$ cat src/rtl/fetch_queue_if.sv
// Bundles the ROM, redirect and decode-side signals of the instruction fetch queue.
// Stats ports exist only when FETCH_QUEUE_STATS_EN is defined.
`timescale 1ns/1ps

interface fetch_queue_if #(
  parameter int unsigned N     = 32,
  parameter int unsigned DEPTH = 4,
  parameter int unsigned AW    = 12
);
  localparam int unsigned CW = $clog2(DEPTH + 1);

  logic [AW-1:0] rom_address_o;
  logic [N-1:0]  rom_data_i;
  logic          redirect_i;
  logic [N-1:0]  redirect_pc_i;
  logic          ready_i;
  logic          valid_o;
  logic [N-1:0]  instruction_o;
  logic [N-1:0]  pc_o;
  logic [CW-1:0] count_o;
`ifdef FETCH_QUEUE_STATS_EN
  logic [15:0]   flush_count_o;
  logic [15:0]   stall_count_o;

  modport slave (
    input  rom_data_i, redirect_i, redirect_pc_i, ready_i,
    output rom_address_o, valid_o, instruction_o, pc_o, count_o,
           flush_count_o, stall_count_o
  );

  modport master (
    output rom_data_i, redirect_i, redirect_pc_i, ready_i,
    input  rom_address_o, valid_o, instruction_o, pc_o, count_o,
           flush_count_o, stall_count_o
  );
`else
  modport slave (
    input  rom_data_i, redirect_i, redirect_pc_i, ready_i,
    output rom_address_o, valid_o, instruction_o, pc_o, count_o
  );

  modport master (
    output rom_data_i, redirect_i, redirect_pc_i, ready_i,
    input  rom_address_o, valid_o, instruction_o, pc_o, count_o
  );
`endif
endinterface

$ cat src/rtl/fetch_queue.sv
// Instruction prefetch queue: issues ROM reads, queues {instruction, pc} and flushes on redirect.
// Optional macro FETCH_QUEUE_STATS_EN adds saturating flush and stall counters.
`timescale 1ns/1ps

module fetch_queue #(
  parameter int unsigned   N        = 32,
  parameter int unsigned   DEPTH    = 4,
  parameter int unsigned   AW       = 12,
  parameter logic [N-1:0]  RESET_PC = '0
) (
  input  logic         CLK,
  input  logic         RST,
  fetch_queue_if.slave bus
);
  localparam int unsigned PW = $clog2(DEPTH);
  localparam int unsigned CW = $clog2(DEPTH + 1);
  localparam logic [CW:0] DEPTH_W = (CW + 1)'(DEPTH);

  typedef struct packed {
    logic [N-1:0] instr;
    logic [N-1:0] pc;
  } entry_t;

  entry_t        mem_q [DEPTH];
  logic [N-1:0]  fetch_pc_q, fetch_pc_d;
  logic [N-1:0]  inflight_pc_q, inflight_pc_d;
  logic          inflight_q, inflight_d;
  logic [PW-1:0] wr_ptr_q, wr_ptr_d;
  logic [PW-1:0] rd_ptr_q, rd_ptr_d;
  logic [CW-1:0] count_q, count_d;

  logic [CW:0]   occupancy;
  logic          valid;
  logic          issue;
  logic          push;
  logic          pop;
  logic [PW-1:0] head_idx;

  // Credit counts the in-flight read; pops never free a slot in the same cycle.
  assign occupancy = {1'b0, count_q} + {{CW{1'b0}}, inflight_q};
  assign valid     = (count_q != '0);
  assign issue     = !bus.redirect_i && (occupancy < DEPTH_W);
  assign push      = inflight_q && !bus.redirect_i;
  assign pop       = valid && bus.ready_i && !bus.redirect_i;

  always_comb begin
    fetch_pc_d    = fetch_pc_q;
    inflight_d    = 1'b0;
    inflight_pc_d = inflight_pc_q;
    wr_ptr_d      = wr_ptr_q;
    rd_ptr_d      = rd_ptr_q;
    count_d       = count_q;
    if (bus.redirect_i) begin
      fetch_pc_d = bus.redirect_pc_i;
      wr_ptr_d   = '0;
      rd_ptr_d   = '0;
      count_d    = '0;
    end else begin
      if (issue) begin
        inflight_d    = 1'b1;
        inflight_pc_d = fetch_pc_q;
        fetch_pc_d    = fetch_pc_q + 1'b1;
      end
      if (push) wr_ptr_d = wr_ptr_q + 1'b1;
      if (pop)  rd_ptr_d = rd_ptr_q + 1'b1;
      if (push && !pop)
        count_d = count_q + 1'b1;
      else if (!push && pop)
        count_d = count_q - 1'b1;
    end
  end

  always_ff @(posedge CLK or negedge RST) begin
    if (!RST) begin
      fetch_pc_q    <= RESET_PC;
      inflight_q    <= 1'b0;
      inflight_pc_q <= '0;
      wr_ptr_q      <= '0;
      rd_ptr_q      <= '0;
      count_q       <= '0;
    end else begin
      fetch_pc_q    <= fetch_pc_d;
      inflight_q    <= inflight_d;
      inflight_pc_q <= inflight_pc_d;
      wr_ptr_q      <= wr_ptr_d;
      rd_ptr_q      <= rd_ptr_d;
      count_q       <= count_d;
    end
  end

  always_ff @(posedge CLK or negedge RST) begin
    if (!RST) begin
      for (int i = 0; i < DEPTH; i++) mem_q[i] <= '0;
    end else if (push) begin
      mem_q[wr_ptr_q] <= '{instr: bus.rom_data_i, pc: inflight_pc_q};
    end
  end

  // When empty, show the slot behind the read pointer so the last head stays visible.
  assign head_idx = valid ? rd_ptr_q : rd_ptr_q - 1'b1;

  assign bus.rom_address_o = fetch_pc_q[AW-1:0];
  assign bus.valid_o       = valid;
  assign bus.instruction_o = mem_q[head_idx].instr;
  assign bus.pc_o          = mem_q[head_idx].pc;
  assign bus.count_o       = count_q;

`ifdef FETCH_QUEUE_STATS_EN
  logic [15:0] flush_count_q;
  logic [15:0] stall_count_q;

  always_ff @(posedge CLK or negedge RST) begin
    if (!RST) begin
      flush_count_q <= '0;
      stall_count_q <= '0;
    end else begin
      if (bus.redirect_i && flush_count_q != 16'hFFFF)
        flush_count_q <= flush_count_q + 1'b1;
      if (valid && !bus.ready_i && stall_count_q != 16'hFFFF)
        stall_count_q <= stall_count_q + 1'b1;
    end
  end

  assign bus.flush_count_o = flush_count_q;
  assign bus.stall_count_o = stall_count_q;
`endif

endmodule
$ cat src/flat_wrapper.sv
// flat-port wrapper written by rule: the top's interface ports become plain ports
module fetch_queue_flat 
#(
  parameter int unsigned   N        = 32,
  parameter int unsigned   DEPTH    = 4,
  parameter int unsigned   AW       = 12,
  parameter logic [N-1:0]  RESET_PC = '0
)
  (CLK, RST, bus_rom_data_i, bus_redirect_i, bus_redirect_pc_i, bus_ready_i, bus_rom_address_o, bus_valid_o, bus_instruction_o, bus_pc_o, bus_count_o);
  fetch_queue_if #(.N(N), .DEPTH(DEPTH), .AW(AW)) bus_i ();
  input  logic CLK;
  input  logic RST;
  input wire logic [$bits(bus_i.rom_data_i)-1:0] bus_rom_data_i;
  input wire logic [$bits(bus_i.redirect_i)-1:0] bus_redirect_i;
  input wire logic [$bits(bus_i.redirect_pc_i)-1:0] bus_redirect_pc_i;
  input wire logic [$bits(bus_i.ready_i)-1:0] bus_ready_i;
  output wire logic [$bits(bus_i.rom_address_o)-1:0] bus_rom_address_o;
  output wire logic [$bits(bus_i.valid_o)-1:0] bus_valid_o;
  output wire logic [$bits(bus_i.instruction_o)-1:0] bus_instruction_o;
  output wire logic [$bits(bus_i.pc_o)-1:0] bus_pc_o;
  output wire logic [$bits(bus_i.count_o)-1:0] bus_count_o;
  assign bus_i.rom_data_i = bus_rom_data_i;
  assign bus_i.redirect_i = bus_redirect_i;
  assign bus_i.redirect_pc_i = bus_redirect_pc_i;
  assign bus_i.ready_i = bus_ready_i;
  assign bus_rom_address_o = bus_i.rom_address_o;
  assign bus_valid_o = bus_i.valid_o;
  assign bus_instruction_o = bus_i.instruction_o;
  assign bus_pc_o = bus_i.pc_o;
  assign bus_count_o = bus_i.count_o;
  fetch_queue #(.N(N), .DEPTH(DEPTH), .AW(AW), .RESET_PC(RESET_PC)) u_core (.CLK(CLK), .RST(RST), .bus(bus_i));
endmodule
$ cat config.mk
export PLATFORM = sky130hd
export DESIGN_NAME = fetch_queue_flat
export DESIGN_NICKNAME = d
export VERILOG_FILES = /design/src/rtl/fetch_queue_if.sv /design/src/rtl/fetch_queue.sv /design/src/flat_wrapper.sv
export SDC_FILE = /design/constraint.sdc
export NUM_CORES = 1
export LEC_CHECK = 0
export CAP_MARGIN = 20
export CORE_MARGIN = 5
export CORE_UTILIZATION = 50
export CTS_CLUSTER_SIZE = 28
export DETAILED_ROUTE_END_ITERATION = 6
export PLACE_DENSITY = 0.72
export SLEW_MARGIN = 25
export SYNTH_ARGS = -nofsm -noshare
export SYNTH_HDL_FRONTEND = slang
export SYNTH_SLANG_ARGS = --single-unit
$ cat constraint.sdc
create_clock -name CLK -period 2.5 [get_ports CLK]
set_clock_uncertainty 0.15 [all_clocks]
set_input_delay 0.25 -clock CLK [delete_from_list [all_inputs] [get_ports CLK]]
set_output_delay 0.25 -clock CLK [all_outputs]
set_load 0.01 [all_outputs]
==> parameters.txt <==
Parameter                              Value

Setup path
  Crit path required time ... 2.10 ns
  Data arrival time of the critical path ... 2.57 ns
  Crit-path leading delay family ... multiplexers
  Critical Path Most Common Cell ... sky130_fd_sc_hd__buf_6
  Critical-path cell with the highest stage delay ... sky130_fd_sc_hd__mux4_2
  Critical Path Fanout Max ... 5
  Critical path class ... flop to output pin
  Category of the worst setup path capture point ... output pin
  CP max stage delay ... between 0.5 and 0.6 ns
  Number of buffer and inverter stages on the critical path ... 4
  Critical Path, Cell by Cell ... or3_4, xor2_4, buf_6, buf_12, buf_6, mux4_2, buf_6
  Kind of start point of the critical path ... flop
  R2R setup slack ... 0.10 ns

Final layout
  Cell area after layout ... 18200 um2
  Antenna diode count ... 0
  Count of placed standard cells in the final layout, fillers left out ... ~1600
  Core occupancy in the finished layout ... 0.630
  NumNets Final ... 1221
  Fraction of layout cells with a size suffix above 1 ... 0.460
  Layout overhead on the synthesized area ... 23.7%

Clock network
  Number of sinks on the clock net ... approximately 330
  Clock slew at reported path FFs ... 0.06 ns
  Max H-tree Level ... 2
  Cell at the root of the clock tree ... sky130_fd_sc_hd__clkbuf_16
  Clock tree from TritonCTS ... done
  Max Root-Sink Buffers ... 3
  Total clock buffers created by CTS ... 36
  Clock latency on the worst-skew pair ... about 0.51 ns

Synth
  Register bit total from synthesis ... 328
  Fraction of synthesized cell area taken by the top area cell type ... 0.557
  Syn nets ... 1050
  Number of enable flip-flop cells after synthesis ... 0
  Seq/Total Area, Yosys ... 0.557
  Predominant post-synthesis flop cell ... sky130_fd_sc_hd__dfrtp_1
  Distinct cell type count after synthesis ... 44
  Async set or reset register ratio after synthesis ... 1.00
  Gate count after technology mapping ... around 1000
  Cell area after technology mapping ... approximately 15000 um2
  Count of yosys warnings during synthesis ... 0
  Library cell occupying the most area in the post-synthesis netlist ... sky130_fd_sc_hd__dfrtp_1
  Cell types with the highest counts after synthesis ... sky130_fd_sc_hd__dfrtp_1, sky130_fd_sc_hd__mux2_2, sky130_fd_sc_hd__mux4_2
  Synth Area per Inst ... 15.1 um2
  Most frequent cell after synthesis ... sky130_fd_sc_hd__dfrtp_1
  Most area-consuming cells after synthesis ... sky130_fd_sc_hd__dfrtp_1, sky130_fd_sc_hd__mux2_2, sky130_fd_sc_hd__mux4_2, sky130_fd_sc_hd__buf_2, sky130_fd_sc_hd__nand2_1

Floorplan
  Vertical extent of the die ... 182 um
  Die Wd ... 182 um
  Top-level I/O count ... ~150
  Starting density of the core ... 0.509
  Floorplan row count ... between 60 and 70
  Total die area ... 33000 um2
  Core box area ... 28900 um2

STA
  Hold_ws ... 0.159 ns
  Final hold violation count ... 0
  Final critical-path setup slack ... -0.467 ns
  RSZ-0062 raised after global routing ... true
  Final number of max-transition violations ... 0
  Transition time of the tightest slew-check pin ... 0.866 ns
  Clock period minus final worst setup slack ... 2.97 ns
  Worst max-slew margin expressed relative to the limit ... 0.421
  Maximum clock frequency ... 337 MHz
  Endpoints failing setup ... 64
  Period utilization ... 1.19

Pwr
  Worst IR drop on VDD ... 811 uV
  Cell area power density ... about 1500 nW/um2
  Reported leakage power ... 8.06 nW

Placement
  Worst slack, placed ... -0.374 ns
  Area post-placement ... roughly 17000 um2
  Placer Congestion ... 0.780
  Post-DP HPWL ... 21300 um
  Input/output buffers ... 147
  Placed cell count ... between 1000 and 1500

Route
  Number of vias in the routed layout ... roughly 9000
  Number of DRC violations after detailed routing ... 0
  Detailed router's first-iteration violation count ... 497
  DRT Wirelength ... 32400 um
  Final antenna-violating net count ... 0
  Routed WL per cell ... 20.8 um
  Ratio of routed vias to standard cells ... 5.68
  Detailed Routing Iterations Pass 1 ... 4

Global routing
  Overall fraction of global-route tracks in use ... 0.199
  Antenna violations before repair ... 2
  Grt total ovfl ... 0
  First-pass GRT wire length ... 53400 um
  Maximum number of pins on one net before global-route repair ... 71
  Via count of the first global-routing pass ... 9494

Outcome
  Status ... finished, violations left
  Failing checks ... setup timing

Min path
  Min-Delay Path Class ... primary input to flop

Run
  Max Cap Violations ... 0
==> per-layer routing <==
| metal | global-route usage | up-vias | part of all wire |
|---|---|---|---|
| li1 | - | 3973 | - |
| met1 | 0.278 | 4608 | 0.44 |
| met2 | 0.316 | 191 | 0.48 |
| met3 | 0.0546 | 46 | 0.061 |
| met4 | 0.0450 | 4 | 0.017 |
| met5 | 0 | - | 0.00099 |
==> flip-flops by register name, summed over array words and instances, names as in the netlist <==
| signal | flops |
|---|---|
| u_core.wr_ptr_q | 2 |
| u_core.fetch_pc_q | 32 |
| u_core.inflight_q | 1 |
| u_core.rd_ptr_q | 2 |
| u_core.bus.count_o | 3 |
| u_core.mem_q | 256 |
| u_core.inflight_pc_q | 32 |
==> final timing paths <==
path                                         end  cells past startpoint             startpoint
setup / recovery           bus_instruction_o[26]                      7  u_core.bus.count_o[2]
hold reg to reg                u_core.mem_q[138]                      1      u_core.mem_q[138]
min in group asynchronous      u_core.mem_q[242]                      2                    RST
hold / removal             u_core.fetch_pc_q[12]                      3  bus_redirect_pc_i[12]
max in group asynchronous       u_core.mem_q[11]                      3                    RST
setup reg to reg               u_core.mem_q[242]                      4      u_core.inflight_q
==> per-stage QoR <==
stage	TNS, ns	power, mW
6_report	-26.31	28.0
5_1_grt	-31.93	29.6
4_1_cts	-29.01	28.0
3_5_place_dp	-21.05	22.5
3_3_place_gp	-19.41	22.1
2_1_floorplan	-0.213	16.3
==> power breakdown <==
| group | total (mW) | internal [mW] | switching [mW] |
|---|---|---|---|
| logic | 14.0 | 8.72 | 5.32 |
| registers | 8.91 | 7.54 | 1.37 |
| clock network | 5.02 | 3.00 | 2.03 |
==> worst min-delay path: stages <==
cell and delay (ns):
sky130_fd_sc_hd__clkdlybuf4s50_1 0.40, sky130_fd_sc_hd__nand2_1 0.06, sky130_fd_sc_hd__nand3_1 0.06
==> kinds of logic (layout without fill, tap and decap cells) <==
group,Yosys count,count (layout),synth area share
simple gates,136,136,0.0489
buf+inv,81,275,0.0312
compound gates,54,54,0.0256
xor+xnor,15,15,0.0107
flops,328,328,0.557
mux,356,356,0.321
fa+ha+maj,6,6,0.00560
==> cell type report <==
cell class | count | area, um2
Multi-Input combinational cell | 567 | 6120
Tap cell | 384 | 480
Sequential cell | 328 | 8210
Clock buffer | 56 | 1060
Timing Repair Buffer | 208 | 2290
Clock inverter | 5 | 52.6
Inverter | 6 | 22.5
Fill cell | 2124 | 10700
==> cells in the final DEF, fill, tap and decap left out, types with 6 or more instances in the layout <==
cell | Yosys | final
sky130_fd_sc_hd__clkbuf_16 | 0 | 37
sky130_fd_sc_hd__mux4_2 | 62 | 64
sky130_fd_sc_hd__clkbuf_1 | 17 | 13
sky130_fd_sc_hd__nor2_1 | 25 | 25
sky130_fd_sc_hd__inv_1 | 6 | 6
sky130_fd_sc_hd__nand2_1 | 31 | 27
sky130_fd_sc_hd__a31oi_1 | 12 | 12
sky130_fd_sc_hd__o31ai_1 | 10 | 10
sky130_fd_sc_hd__clkdlybuf4s50_1 | 0 | 81
sky130_fd_sc_hd__and2_1 | 7 | 7
sky130_fd_sc_hd__buf_4 | 12 | 27
sky130_fd_sc_hd__nand3_1 | 17 | 17
sky130_fd_sc_hd__or4_1 | 15 | 15
sky130_fd_sc_hd__and3_1 | 7 | 7
sky130_fd_sc_hd__buf_2 | 35 | 12
sky130_fd_sc_hd__buf_12 | 0 | 25
sky130_fd_sc_hd__dfrtp_1 | 328 | 328
sky130_fd_sc_hd__buf_6 | 9 | 59
sky130_fd_sc_hd__xor2_1 | 8 | 8
sky130_fd_sc_hd__mux2_2 | 289 | 289
sky130_fd_sc_hd__clkbuf_8 | 0 | 6
sky130_fd_sc_hd__nand4_1 | 12 | 12
sky130_fd_sc_hd__o211ai_1 | 9 | 9
sky130_fd_sc_hd__o21ai_0 | 12 | 12
==> what timing repair did <==
action                                  CTS  global route
endpoints found under the setup margin   64            64
hold buffers                              1             0
resized for setup                       316            19
hold endpoints to repair                 61             0
gates cloned                              2             0
setup buffers                            19             0
pin swaps                                 2             0
(Power assumes the default switching activity.)
